File: config.mk
export PLATFORM = sky130hd
export DESIGN_NAME = instr_sequencer
export DESIGN_NICKNAME = d
export VERILOG_FILES = /design/src/rtl/instr_sequencer_pkg.sv /design/src/rtl/instr_decode.sv /design/src/rtl/instr_sequencer.sv
export SDC_FILE = /design/constraint.sdc
export NUM_CORES = 1
export LEC_CHECK = 0
export ABC_AREA = 0
export ABC_CLOCK_PERIOD_IN_PS = 4200
export BUFFER_PORTS_ARGS = -buffer_cell sky130_fd_sc_hd__buf_4
export CAP_MARGIN = 0
export CORE_MARGIN = 2
export CORE_UTILIZATION = 29
export DETAILED_ROUTE_END_ITERATION = 10
export SLEW_MARGIN = 10
export SYNTH_ARGS = -nofsm -noshare
export SYNTH_HDL_FRONTEND = slang
export SYNTH_SLANG_ARGS = --single-unit
File: constraint.sdc
create_clock -name clk -period 4.2 [get_ports clk]
set_input_delay 1.26 -clock clk [delete_from_list [all_inputs] [get_ports clk]]
set_output_delay 1.26 -clock clk [all_outputs]
set_load 0.02 [all_outputs]
File: src/rtl/instr_sequencer_pkg.sv
`default_nettype none
// ============================================================================
//  Module   : instr_sequencer_pkg
//  Brief    : State encoding, opcode constants and the NOP word shared by the
//             instruction sequencer and its decoder.
//  Revision : 1.0 - initial release
// ============================================================================
package instr_sequencer_pkg;

   typedef enum logic [2:0] {
      S_IDLE   = 3'd0,
      S_FETCH  = 3'd1,
      S_WAIT   = 3'd2,
      S_DECODE = 3'd3,
      S_EXEC   = 3'd4,
      S_WB     = 3'd5,
      S_HALT   = 3'd6
   } state_t;

   localparam logic [6:0]  OP_IMM = 7'b0010011;
   localparam logic [6:0]  OP     = 7'b0110011;
   localparam logic [6:0]  SYSTEM = 7'b1110011;

   // addi x0, x0, 0
   localparam logic [31:0] NOP    = 32'h0000_0013;

endpackage
`default_nettype wire

File: src/rtl/instr_decode.sv
`default_nettype none
// ============================================================================
//  Module   : instr_decode
//  Brief    : Purely combinational classification of the held instruction.
//  Revision : 1.0 - initial release
// ============================================================================
module instr_decode
   import instr_sequencer_pkg::*;
(
   input  logic [11:0] ir_lo,
   output logic        is_alu,
   output logic        is_halt,
   output logic        is_illegal,
   output logic        rd_nonzero
);

   logic [6:0] w_opcode;

   assign w_opcode   = ir_lo[6:0];
   assign is_alu     = (w_opcode == OP_IMM) || (w_opcode == OP);
   assign is_halt    = (w_opcode == SYSTEM);
   assign is_illegal = !is_alu && !is_halt;
   assign rd_nonzero = (ir_lo[11:7] != 5'd0);

endmodule
`default_nettype wire

File: src/rtl/instr_sequencer.sv
`default_nettype none
// ============================================================================
//  Module   : instr_sequencer
//  Brief    : Multi-cycle fetch/decode/execute/writeback sequencer driving an
//             external instruction memory and a DataPath.
//  Revision : 1.0 - initial release
// ============================================================================
module instr_sequencer
   import instr_sequencer_pkg::*;
#(
   parameter logic [31:0] RESET_PC = 32'h0000_0000,
   parameter int unsigned TIMEOUT  = 16
) (
   input  logic        clk,
   input  logic        rst,
   input  logic        start,
   output logic        imem_req,
   output logic [31:0] imem_addr,
   input  logic        imem_valid,
   input  logic [31:0] imem_rdata,
   output logic [31:0] dp_instr,
   output logic        dp_we,
   output logic [31:0] pc,
   output logic [15:0] instr_count,
   output logic        busy,
   output logic        halted,
   output logic        err
);

   localparam int unsigned     c_WCW       = $clog2(TIMEOUT + 1);
   localparam logic [c_WCW-1:0] c_WAIT_LAST = c_WCW'(TIMEOUT - 1);

   state_t             r_state;
   state_t             w_state_nxt;
   logic [31:0]        r_pc;
   logic [31:0]        r_ir;
   logic [15:0]        r_count;
   logic               r_err;
   logic [c_WCW-1:0]   r_wait_cnt;

   logic               w_is_alu;
   logic               w_is_halt;
   logic               w_is_illegal;
   logic               w_rd_nonzero;
   logic               w_timeout;

   instr_decode u_decode (
      .ir_lo      (r_ir[11:0]),
      .is_alu     (w_is_alu),
      .is_halt    (w_is_halt),
      .is_illegal (w_is_illegal),
      .rd_nonzero (w_rd_nonzero)
   );

   // Last permitted WAIT cycle; a valid on this cycle still wins over timeout.
   assign w_timeout = (r_wait_cnt == c_WAIT_LAST);

   always_ff @(posedge clk or negedge rst) begin
      if (!rst) r_state <= S_IDLE;
      else      r_state <= w_state_nxt;
   end

   always_comb begin
      w_state_nxt = r_state;
      case (r_state)
         S_IDLE:   if (start) w_state_nxt = S_FETCH;
         S_FETCH:  w_state_nxt = S_WAIT;
         S_WAIT: begin
            if (imem_valid)     w_state_nxt = S_DECODE;
            else if (w_timeout) w_state_nxt = S_HALT;
         end
         S_DECODE: w_state_nxt = w_is_alu ? S_EXEC : S_HALT;
         S_EXEC:   w_state_nxt = S_WB;
         S_WB:     w_state_nxt = S_FETCH;
         S_HALT:   if (start) w_state_nxt = S_FETCH;
         default:  w_state_nxt = S_IDLE;
      endcase
   end

   always_ff @(posedge clk or negedge rst) begin
      if (!rst) begin
         r_pc       <= RESET_PC;
         r_ir       <= NOP;
         r_count    <= 16'd0;
         r_err      <= 1'b0;
         r_wait_cnt <= '0;
      end else begin
         case (r_state)
            S_FETCH: r_wait_cnt <= '0;
            S_WAIT: begin
               if (imem_valid) begin
                  r_ir <= imem_rdata;
               end else begin
                  r_wait_cnt <= r_wait_cnt + 1'b1;
                  if (w_timeout) r_err <= 1'b1;
               end
            end
            S_DECODE: begin
               if (w_is_halt)         r_err <= 1'b0;
               else if (w_is_illegal) r_err <= 1'b1;
            end
            S_WB: begin
               r_pc <= r_pc + 32'd4;
               if (r_count != 16'hFFFF) r_count <= r_count + 16'd1;
            end
            S_HALT: begin
               if (start) begin
                  r_pc    <= RESET_PC;
                  r_count <= 16'd0;
                  r_err   <= 1'b0;
               end
            end
            default: ;
         endcase
      end
   end

   assign imem_req    = (r_state == S_FETCH) || (r_state == S_WAIT);
   assign imem_addr   = r_pc;
   assign pc          = r_pc;
   assign dp_instr    = ((r_state == S_EXEC) || (r_state == S_WB)) ? r_ir : NOP;
   assign dp_we       = (r_state == S_WB) && w_rd_nonzero;
   assign busy        = (r_state != S_IDLE) && (r_state != S_HALT);
   assign halted      = (r_state == S_HALT);
   assign err         = r_err;
   assign instr_count = r_count;

endmodule
`default_nettype wire

==> results of run 1 <==
## metrics by stage
stage                     instances  hold slack (ns)
after floorplan                 472            0.450
after global placement          792            0.480
after detailed placement        792            0.487
after CTS                       808            0.502
after global routing            808            0.519
final                           808            0.496
## cell families (layout without fill, tap and decap cells)
logic type,count (synthesis),after routing,share of synthesized area (%)
mux,40,40,9.20
xor+xnor,27,27,4.90
compound gates,61,61,8.03
buf+inv,61,177,7.93
fa+ha+maj,4,4,1.04
simple gates,188,188,23.7
flops,87,87,45.2
other cells,1,4,0.0777
## sequential cells by signal, indices dropped and copies added, names as in the netlist
signal       count
r_state          3
r_wait_cnt       5
imem_addr       30
r_ir            32
instr_count     16
err              1
## cell usage in the layout (no fill, tap or decap), drive strengths merged, types with 17 or more instances in the layout
cell   count
nor2      43
nand3     18
nand2     30
and2      32
o21ai     17
a21oi     19
xnor2     20
buf      155
mux2      35
dfrtp     84
## worst max path at each step
| stage | startpoint | to | slack (ns) | cells after the start |
|---|---|---|---|---|
| 2_1_floorplan | r_state[2] | dp_instr[10] | 1.48 | 4 |
| 3_3_place_gp | start | imem_addr[21] | 1.28 | 6 |
| 3_5_place_dp | start | imem_addr[22] | 1.14 | 6 |
| 4_1_cts | r_state[2] | busy | 0.87 | 3 |
| 5_1_grt | r_state[2] | dp_instr[6] | 0.71 | 4 |
| 6_report | r_state[2] | dp_instr[11] | 0.89 | 4 |
## worst max-delay path, stage by stage (launching register included)
cell	delay [ns]
dfrtp_1	0.79
nor2b_2	0.27
buf_4	0.29
and2_1	0.19
buf_4	0.14
## synthesized netlist by cell type, types with 5 or more instances
cell	n
a21oi_1	17
and2_1	32
and3_1	6
and4_1	7
buf_2	6
buf_4	35
clkbuf_1	11
dfrtp_1	84
inv_1	5
mux2_2	34
mux2i_1	5
nand2_1	29
nand2b_1	6
nand3_1	18
nor2_1	41
nor3_1	9
o21ai_0	16
xnor2_1	20
xor2_1	7
## routing by layer
layer | vias up | share of wire (%)
met2 | 169 | 47
met3 | 9 | 10
met1 | 1885 | 42
li1 | 1825 | -
met5 | - | 0
met4 | 0 | 1.1
## power breakdown
part | switching [mW] | internal, mW
clock | 0.334 | 0.599
combinational | 0.809 | 0.739
sequential | 0.350 | 1.15
total | 1.49 | 2.49
## final cells by class
type | instances | area (um2)
fillers | 1598 | 10100
multi-input cells | 324 | 2280
clock buffers | 11 | 243
inverters | 6 | 22.5
repair buffers | 155 | 1160
well taps | 220 | 275
flip-flops and latches | 87 | 2180
clock inverters | 5 | 104
==> flow_summary_export.csv, run 1 <==
group,metric,value,unit
outcome,status,"completed",
worst_setup_path,r2r_slack,1.60,ns
logic_synthesis,ys_warn_count,0,
sta,skew,0.00712,ns
pwr,finalPower,3.98,mW
clock_network,postCtsHoldBufs,0,
clock_network,cts_resized,0,
logic_synthesis,yosysSeqAreaShare,45.2,%
clock_network,cts_buffers,9,
sta,hold_viol_final,0,
logic_synthesis,synth.area.top_cells,"dfrtp_1, mux2_2, buf_4",
sta,tightestPinTransition,0.926,ns
routing,drt-total-wl,11900,um
routing,route.detailed.drc,0,
floorplan,fp-row-count,47,
worst_setup_path,critical_path_required,2.94,ns
sta,finalSetupViolations,0,
global_routing,grt_pass1_vias,3833,
logic_synthesis,ys_ff_latch,87,
worst_setup_path,crit_arrival,2.05,ns
logic_synthesis,synth-edff-count,0,
finish,post-route-util,38.2,%
floorplan,die_area,0.0177,mm2
sta,fin_tns_setup,0,ns
worst_setup_path,worstSetupPathType,"reg2out",
routing,wl_per_cell,14.8,um
floorplan,ios,153,
clock_network,clk_latency,0.35,ns
logic_synthesis,ys_types,65,
logic_synthesis,netlist_area,0.00483,mm2
sta,layout_min_cycle_time,3.31,ns
sta,drv_slew,0,
clock_network,cts_setup_buffers,0,
logic_synthesis,synth_top_area_cell,"dfrtp_1",
placed_design,gp_congestion,0.814,
routing,num_vias,3888,
pwr,ir_drop,0.340,mV
min_path,hold_class,"reg2reg",
floorplan,core,0.0164,mm2
global_routing,antenna_found_initial,0,
pwr,leakagePower,2.93,nW
global_routing,grt_pass1_wl,19800,um
logic_synthesis,syn_avg_cell_area,10.3,um2
global_routing,track_usage,14.0,%
global_routing,grt-busiest-layer,"met2",
clock_network,clock-root-buffer,"clkbuf_16",
global_routing,grt_overflow,0,
floorplan,floorplan.initialDensity,29.4,%
floorplan,die_h,133,um
placed_design,hpwl,8480,um
worst_setup_path,critPathCaptureType,"primary output",
worst_setup_path,critPathLaunchType,"flop",
worst_setup_path,rr_startpoint,"r_state[2]",
worst_setup_path,timing.rr.end,"imem_addr[22]",
finish,fin_area,0.00627,mm2
sta,post-route-period-util,78.8,%
pwr,p_per_area,634,mW/mm2
routing,vias_per_cell,4.81,
logic_synthesis,yosys_most_used_dff,"dfrtp_1",
global_routing,grt_start_max_net_pins,72,
clock_network,htreeDepth,3,
min_path,min_to,"r_ir[24]",
worst_setup_path,ff2ff_path_depth,5,
finish,fin_nets,623,
floorplan,die_w,133,um
placed_design,dp_worst_setup_slack,1.14,ns
sta,fmax,0.302,GHz
clock_network,cts_max_path_buffers,2,
routing,firstDrtPassIters,4,
global_routing,grt_util_met1,16.8,%
logic_synthesis,synth_top_area_share,43.5,%
placed_design,placed_cell_area,0.00593,mm2
finish,antenna_cells,0,
clock_network,cts_tree,"yes",
sta,relSlewSlack,38.3,%
worst_setup_path,cp_max_fo,32,
min_path,min_from,"r_ir[24]",
routing,ant_nets,0,
logic_synthesis,async_reset_ff_share,100,%
clock_network,cts_sinks,87,
logic_synthesis,netlist_instances,469,
global_routing,use_met3,6.02,%
sta,rsz0062_at_grt,"false",
finish,drive_above_1_share,39.3,%
placed_design,io_buffers,148,
clock_network,clk_pin_slew,0.06,ns
global_routing,gr-usage-met2,23.1,%
sta,fin_ws,0.889,ns
finish,synthToLayoutAreaGrowth,29.9,%
routing,dr.first_iter.drc_count,161,
job,maxCapViolCount,0,
min_path,min_path_cells,1,
No activity file was read; power rests on OpenSTA's default activity.
==> run 2, diff against run 1 <==
--- a/config.mk
+++ b/config.mk
@@ -6,7 +6,7 @@
 export NUM_CORES = 1
 export LEC_CHECK = 0
 export ABC_AREA = 0
-export ABC_CLOCK_PERIOD_IN_PS = 4200
+export ABC_CLOCK_PERIOD_IN_PS = 3410
 export BUFFER_PORTS_ARGS = -buffer_cell sky130_fd_sc_hd__buf_4
 export CAP_MARGIN = 0
 export CORE_MARGIN = 2
==> constraint.sdc (replaced) <==
create_clock -name clk -period 3.41 [get_ports clk]
set_input_delay 1.023 -clock clk [delete_from_list [all_inputs] [get_ports clk]]
set_output_delay 1.023 -clock clk [all_outputs]
set_load 0.02 [all_outputs]
==> run 2 against run 1 <==
Compared with the run above:
- sequential cell count unchanged
- register-to-register slack worse by 0.37 ns
- clock skew is 0.0026 ns lower
- sequential power up 21%
- die area is the same
- non-clock buffer count rose by 1
- combinational power increased by 25%
- final cell count increased by 0.12%
- critical endpoint is now dp_we
==> flow_summary_export.csv, run 2 (synthesis gave the netlist of run 1 again) <==
group,metric,value,unit
min_path,hold_class,"reg2reg",
floorplan,core,0.0164,mm2
global_routing,grt_overflow,0,
worst_setup_path,slowest_delay,0.66,ns
sta,skew,0.00456,ns
global_routing,grt_start_max_net_pins,46,
floorplan,die_area,0.0177,mm2
sta,rsz0062_at_grt,"false",
routing,num_vias,3864,
worst_setup_path,path_cells,"nand3b_2 > a21oi_1 > buf_4",
worst_setup_path,crit_arrival,1.75,ns
sta,fmax,0.361,GHz
sta,drv_slew,0,
clock_network,cts_setup_buffers,0,
pwr,leakagePower,2.92,nW
pwr,ir_drop,0.429,mV
clock_network,cts_max_path_buffers,2,
pwr,finalPower,4.78,mW
clock_network,cts_sinks,87,
finish,antenna_cells,0,
worst_setup_path,cp_max_fo,18,
floorplan,ios,153,
outcome,status,"completed",
placed_design,io_buffers,148,
sta,post-route-period-util,81.3,%
sta,layout_min_cycle_time,2.77,ns
finish,stdcell_count,809,
finish,post-route-util,38.1,%
clock_network,cts_buffers,9,
clock_network,htreeDepth,3,
routing,dr.first_iter.drc_count,173,
finish,largest_reg_flops,32,
sta,hold_ws,0.497,ns
finish,drive_above_1_share,39.0,%
global_routing,track_usage,13.8,%
floorplan,die_w,133,um
placed_design,dp.cells,793,
placed_design,gp_congestion,0.855,
clock_network,clk_pin_slew,0.06,ns
routing,drt-total-wl,11800,um
sta,relSlewSlack,54.7,%
global_routing,grt_pass1_vias,3883,
sta,hold_viol_final,0,
clock_network,cts_tree,"yes",
finish,final_cell_mix,"buf_4, dfrtp_1, nor2_1",
worst_setup_path,worstSetupPathType,"reg2out",
floorplan,fp-row-count,47,
worst_setup_path,crit_slowest_cell,"dfrtp_1",
sta,fin_tns_setup,0,ns
floorplan,floorplan.initialDensity,29.4,%
routing,ant_nets,0,
routing,wl_per_cell,14.6,um
clock_network,clk_latency,0.34,ns
worst_setup_path,critical_path_required,2.39,ns
pwr,p_per_area,764,mW/mm2
finish,fin_nets,624,
global_routing,grt_pass1_wl,19700,um
routing,firstDrtPassIters,4,
sta,finalSetupViolations,0,
finish,final_common_cell,"buf_4",
sta,tightestPinTransition,0.678,ns
global_routing,antenna_found_initial,0,
placed_design,hpwl,8440,um
clock_network,cts_resized,0,
floorplan,die_h,133,um
clock_network,postCtsHoldBufs,0,
clock_network,clock-root-buffer,"clkbuf_16",
finish,top_register,"r_ir",
job,maxCapViolCount,0,
worst_setup_path,critPathCaptureType,"primary output",
worst_setup_path,critPathLaunchType,"flop",
finish,synthToLayoutAreaGrowth,29.5,%
routing,route.detailed.drc,0,
routing,vias_per_cell,4.78,
-- run 2: cell types whose count changed in the layout (fill, tap and decap cells not counted) --
| cell | delta |
|---|---|
| bufinv_16 | -1 |
| buf_12 | +1 |
| clkbuf_1 | +2 |
| inv_6 | -1 |
| clkinv_2 | +1 |
| clkbuf_8 | -1 |
-- run 2: routing by layer --
layer | vias up | wire length, um | track usage [%]
met5 | - | 0 | 0
met1 | 1880 | 5050 | 17.1
met3 | 13 | 1050 | 5.06
met2 | 139 | 5520 | 22.3
met4 | 0 | 190 | 4.78
li1 | 1832 | - | -
-- run 2: final cells by class --
| class | instances | area (um2) |
|---|---|---|
| Sequential cell | 87 | 2180 |
| Multi-Input combinational cell | 324 | 2280 |
| Tap cell | 220 | 275 |
| Fill cell | 1628 | 10200 |
| Timing Repair Buffer | 156 | 1180 |
| Clock buffer | 12 | 236 |
| Inverter | 6 | 22.5 |
| Clock inverter | 4 | 70.1 |
-- run 2: critical path: cells and delay by family (launching register included) --
| family | cells | cell delay [ns] |
|---|---|---|
| flops | 1 | 0.66 |
| simple gates | 1 | 0.36 |
| compound gates | 1 | 0.22 |
| buf+inv | 1 | 0.17 |
-- run 2: per-stage QoR --
step	cell area, um2	setup slack, ns
after floorplan	4840	0.925
after global placement	5950	0.871
after detailed placement	5950	0.862
after CTS	6250	0.584
after global routing	6250	0.456
final	6250	0.636
-- run 2: worst paths after layout --
| check | startpoint | end | slack (ns) | cells after the start |
|---|---|---|---|---|
| max in group asynchronous | rst | r_ir[1] | 2.01 | 2 |
| worst min-delay path | r_ir[24] | r_ir[24] | 0.50 | 1 |
| worst max-delay path | r_state[0] | dp_we | 0.64 | 3 |
| worst max register to register | r_state[1] | imem_addr[26] | 1.23 | 6 |
| worst min register to register | r_ir[24] | r_ir[24] | 0.50 | 1 |
| min in group asynchronous | rst | imem_addr[30] | 0.69 | 1 |
-- run 2: report_power, final --
part           total (mW)  switching (mW)  internal, mW
clock network        1.04           0.395         0.640
registers            1.81           0.399          1.41
logic                1.93            1.02         0.915
==> run 3, diff against run 2 <==
--- a/config.mk
+++ b/config.mk
@@ -6,7 +6,7 @@
 export NUM_CORES = 1
 export LEC_CHECK = 0
 export ABC_AREA = 0
-export ABC_CLOCK_PERIOD_IN_PS = 3410
+export ABC_CLOCK_PERIOD_IN_PS = 2400
 export BUFFER_PORTS_ARGS = -buffer_cell sky130_fd_sc_hd__buf_4
 export CAP_MARGIN = 0
 export CORE_MARGIN = 2
==> constraint.sdc (replaced) <==
create_clock -name clk -period 2.4 [get_ports clk]
set_input_delay 0.72 -clock clk [delete_from_list [all_inputs] [get_ports clk]]
set_output_delay 0.72 -clock clk [all_outputs]
set_load 0.02 [all_outputs]
==> run 3 against run 2 <==
Compared with the run above:
- die area did not move
- via count grew 1.1%
- sequential cell count did not move
- total power is 44% higher
- hold slack worse by 0.21 ns
==> flow_summary_export.csv, run 3 (synthesis gave the netlist of run 1 again) <==
group,metric,value,unit
job,maxCapViolCount,0,
worst_setup_path,crit_buf_inv,1,
clock_network,cts_sinks,87,
worst_setup_path,slowest_delay,0.47,ns
sta,skew,0.00872,ns
floorplan,die_w,133,um
clock_network,cts_tree,"yes",
placed_design,placed_cell_area,0.00601,mm2
routing,route.detailed.drc,0,
sta,fin_tns_setup,0,ns
pwr,power_switching,2.66,mW
floorplan,floorplan.initialDensity,29.4,%
global_routing,antenna_found_initial,0,
finish,top_register,"r_ir",
clock_network,clk_latency,0.34,ns
placed_design,gp_congestion,0.827,
global_routing,grt_overflow,0,
sta,finalSetupViolations,0,
finish,synthToLayoutAreaGrowth,31.2,%
worst_setup_path,critical_path_required,1.68,ns
finish,fin_area,0.00633,mm2
global_routing,grt_start_max_net_pins,44,
clock_network,clk_pin_slew,0.07,ns
pwr,pwr-share-clk,20.9,%
placed_design,dp.cells,800,
pwr,ir_drop,0.774,mV
worst_setup_path,crit_arrival,1.59,ns
floorplan,core,0.0164,mm2
finish,final_cell_mix,"buf_4, dfrtp_1, nor2_1",
pwr,p_seq_share,37.4,%
worst_setup_path,path_cells,"nor2b_4 > or3b_2 > buf_4",
sta,post-route-period-util,96.2,%
global_routing,track_usage,14.0,%
worst_setup_path,crit_start,"r_state[2]",
sta,relSlewSlack,63.0,%
sta,fmax,0.433,GHz
pwr,finalPower,6.87,mW
finish,final_common_cell,"buf_4",
floorplan,die_area,0.0177,mm2
floorplan,ios,153,
sta,hold_viol_final,0,
finish,fin_nets,631,
routing,dr.first_iter.drc_count,170,
clock_network,cts_setup_buffers,0,
placed_design,io_buffers,148,
worst_setup_path,rr_startpoint,"r_state[0]",
pwr,switching_share,38.7,%
pwr,p_per_area,1080,mW/mm2
pwr,leakagePower,2.97,nW
global_routing,grt_pass1_wl,19900,um
routing,ant_nets,0,
clock_network,clock-root-buffer,"clkbuf_16",
worst_setup_path,cp_max_fo,6,
worst_setup_path,worstSetupPathType,"reg2out",
outcome,status,"completed",
worst_setup_path,critPathTopFamily,"simple AND/OR/NAND/NOR gates",
routing,num_vias,3906,
pwr,combinationalPowerShare,41.7,%
worst_setup_path,crit_slowest_cell,"or3b_2",
min_path,hold_class,"in2async",
routing,wl_per_cell,14.9,um
sta,drv_slew,0,
routing,firstDrtPassIters,4,
sta,layout_min_cycle_time,2.31,ns
floorplan,die_h,133,um
sta,tightestPinTransition,0.554,ns
finish,antenna_cells,0,
finish,largest_reg_flops,32,
clock_network,htreeDepth,3,
finish,drive_above_1_share,40.8,%
clock_network,cts_max_path_buffers,2,
clock_network,postCtsHoldBufs,0,
floorplan,fp-row-count,47,
placed_design,hpwl,8770,um
worst_setup_path,critPathCaptureType,"primary output",
routing,vias_per_cell,4.79,
worst_setup_path,critPathLaunchType,"flop",
global_routing,grt_pass1_vias,3871,
sta,rsz0062_at_grt,"false",
clock_network,cts_buffers,9,
finish,stdcell_count,816,
pwr,internal-power,4.21,mW
routing,drt-total-wl,12100,um
run 3: cell count changes in the layout (fill, tap and decap cells not counted), sizes merged:
cell,change
bufinv,-1
clkbuf,-1
clkinvlp,+1
inv,+1
buf,+7
run 3: metrics by stage:
step | setup WS [ns] | hold WS, ns | util (%)
4_1_cts | -0.00263 | 0.285 | 38.6
6_report | 0.0918 | 0.286 | 38.6
3_3_place_gp | 0.245 | 0.475 | 36.6
5_1_grt | 0.00715 | 0.296 | 38.6
2_1_floorplan | 0.218 | 0.424 | -
3_5_place_dp | 0.173 | 0.488 | 36.6
run 3: final cells by class:
class / instances / area, um2
fill: 1592 / 10100
multi-input combinational: 324 / 2300
sequential: 87 / 2180
timing repair buffer: 163 / 1250
tap: 220 / 275
clock buffer: 11 / 243
clock inverter: 5 / 56.3
inverter: 6 / 22.5
run 3: worst paths after layout:
kind                                       to  slack, ns  cells past startpoint
max in group asynchronous             r_ir[4]       1.44                      2
worst min register to register       r_ir[24]       0.50                      1
min in group clk                     r_ir[24]       0.50                      1
worst max-delay path                     busy       0.09                      3
worst max register to register  imem_addr[31]       0.40                      6
worst min-delay path             imem_addr[3]       0.29                      1
run 3: routing by layer:
layer / GRT usage (%) / wire [um] / share of wire, %
met1: 16.8 / 5180 / 43
met2: 22.9 / 5750 / 47
met3: 5.36 / 1010 / 8.3
met4: 5.32 / 195 / 1.6
met5: 0 / 0 / 0
run 3: power groups by stage:
stage	Combinational (mW)	Sequential, mW	Clock (mW)
after floorplan	1.75	2.62	0
after global placement	2.84	2.53	0
after detailed placement	2.88	2.58	0
after CTS	2.90	2.57	1.48
after global routing	3.09	2.66	1.54
final	2.87	2.57	1.44
run 3: repair_timing:
action	4_1_cts	5_1_grt
pin swaps	0	0
endpoints found under the hold margin	0	0
resized for setup	3	4
setup endpoints to repair	30	6
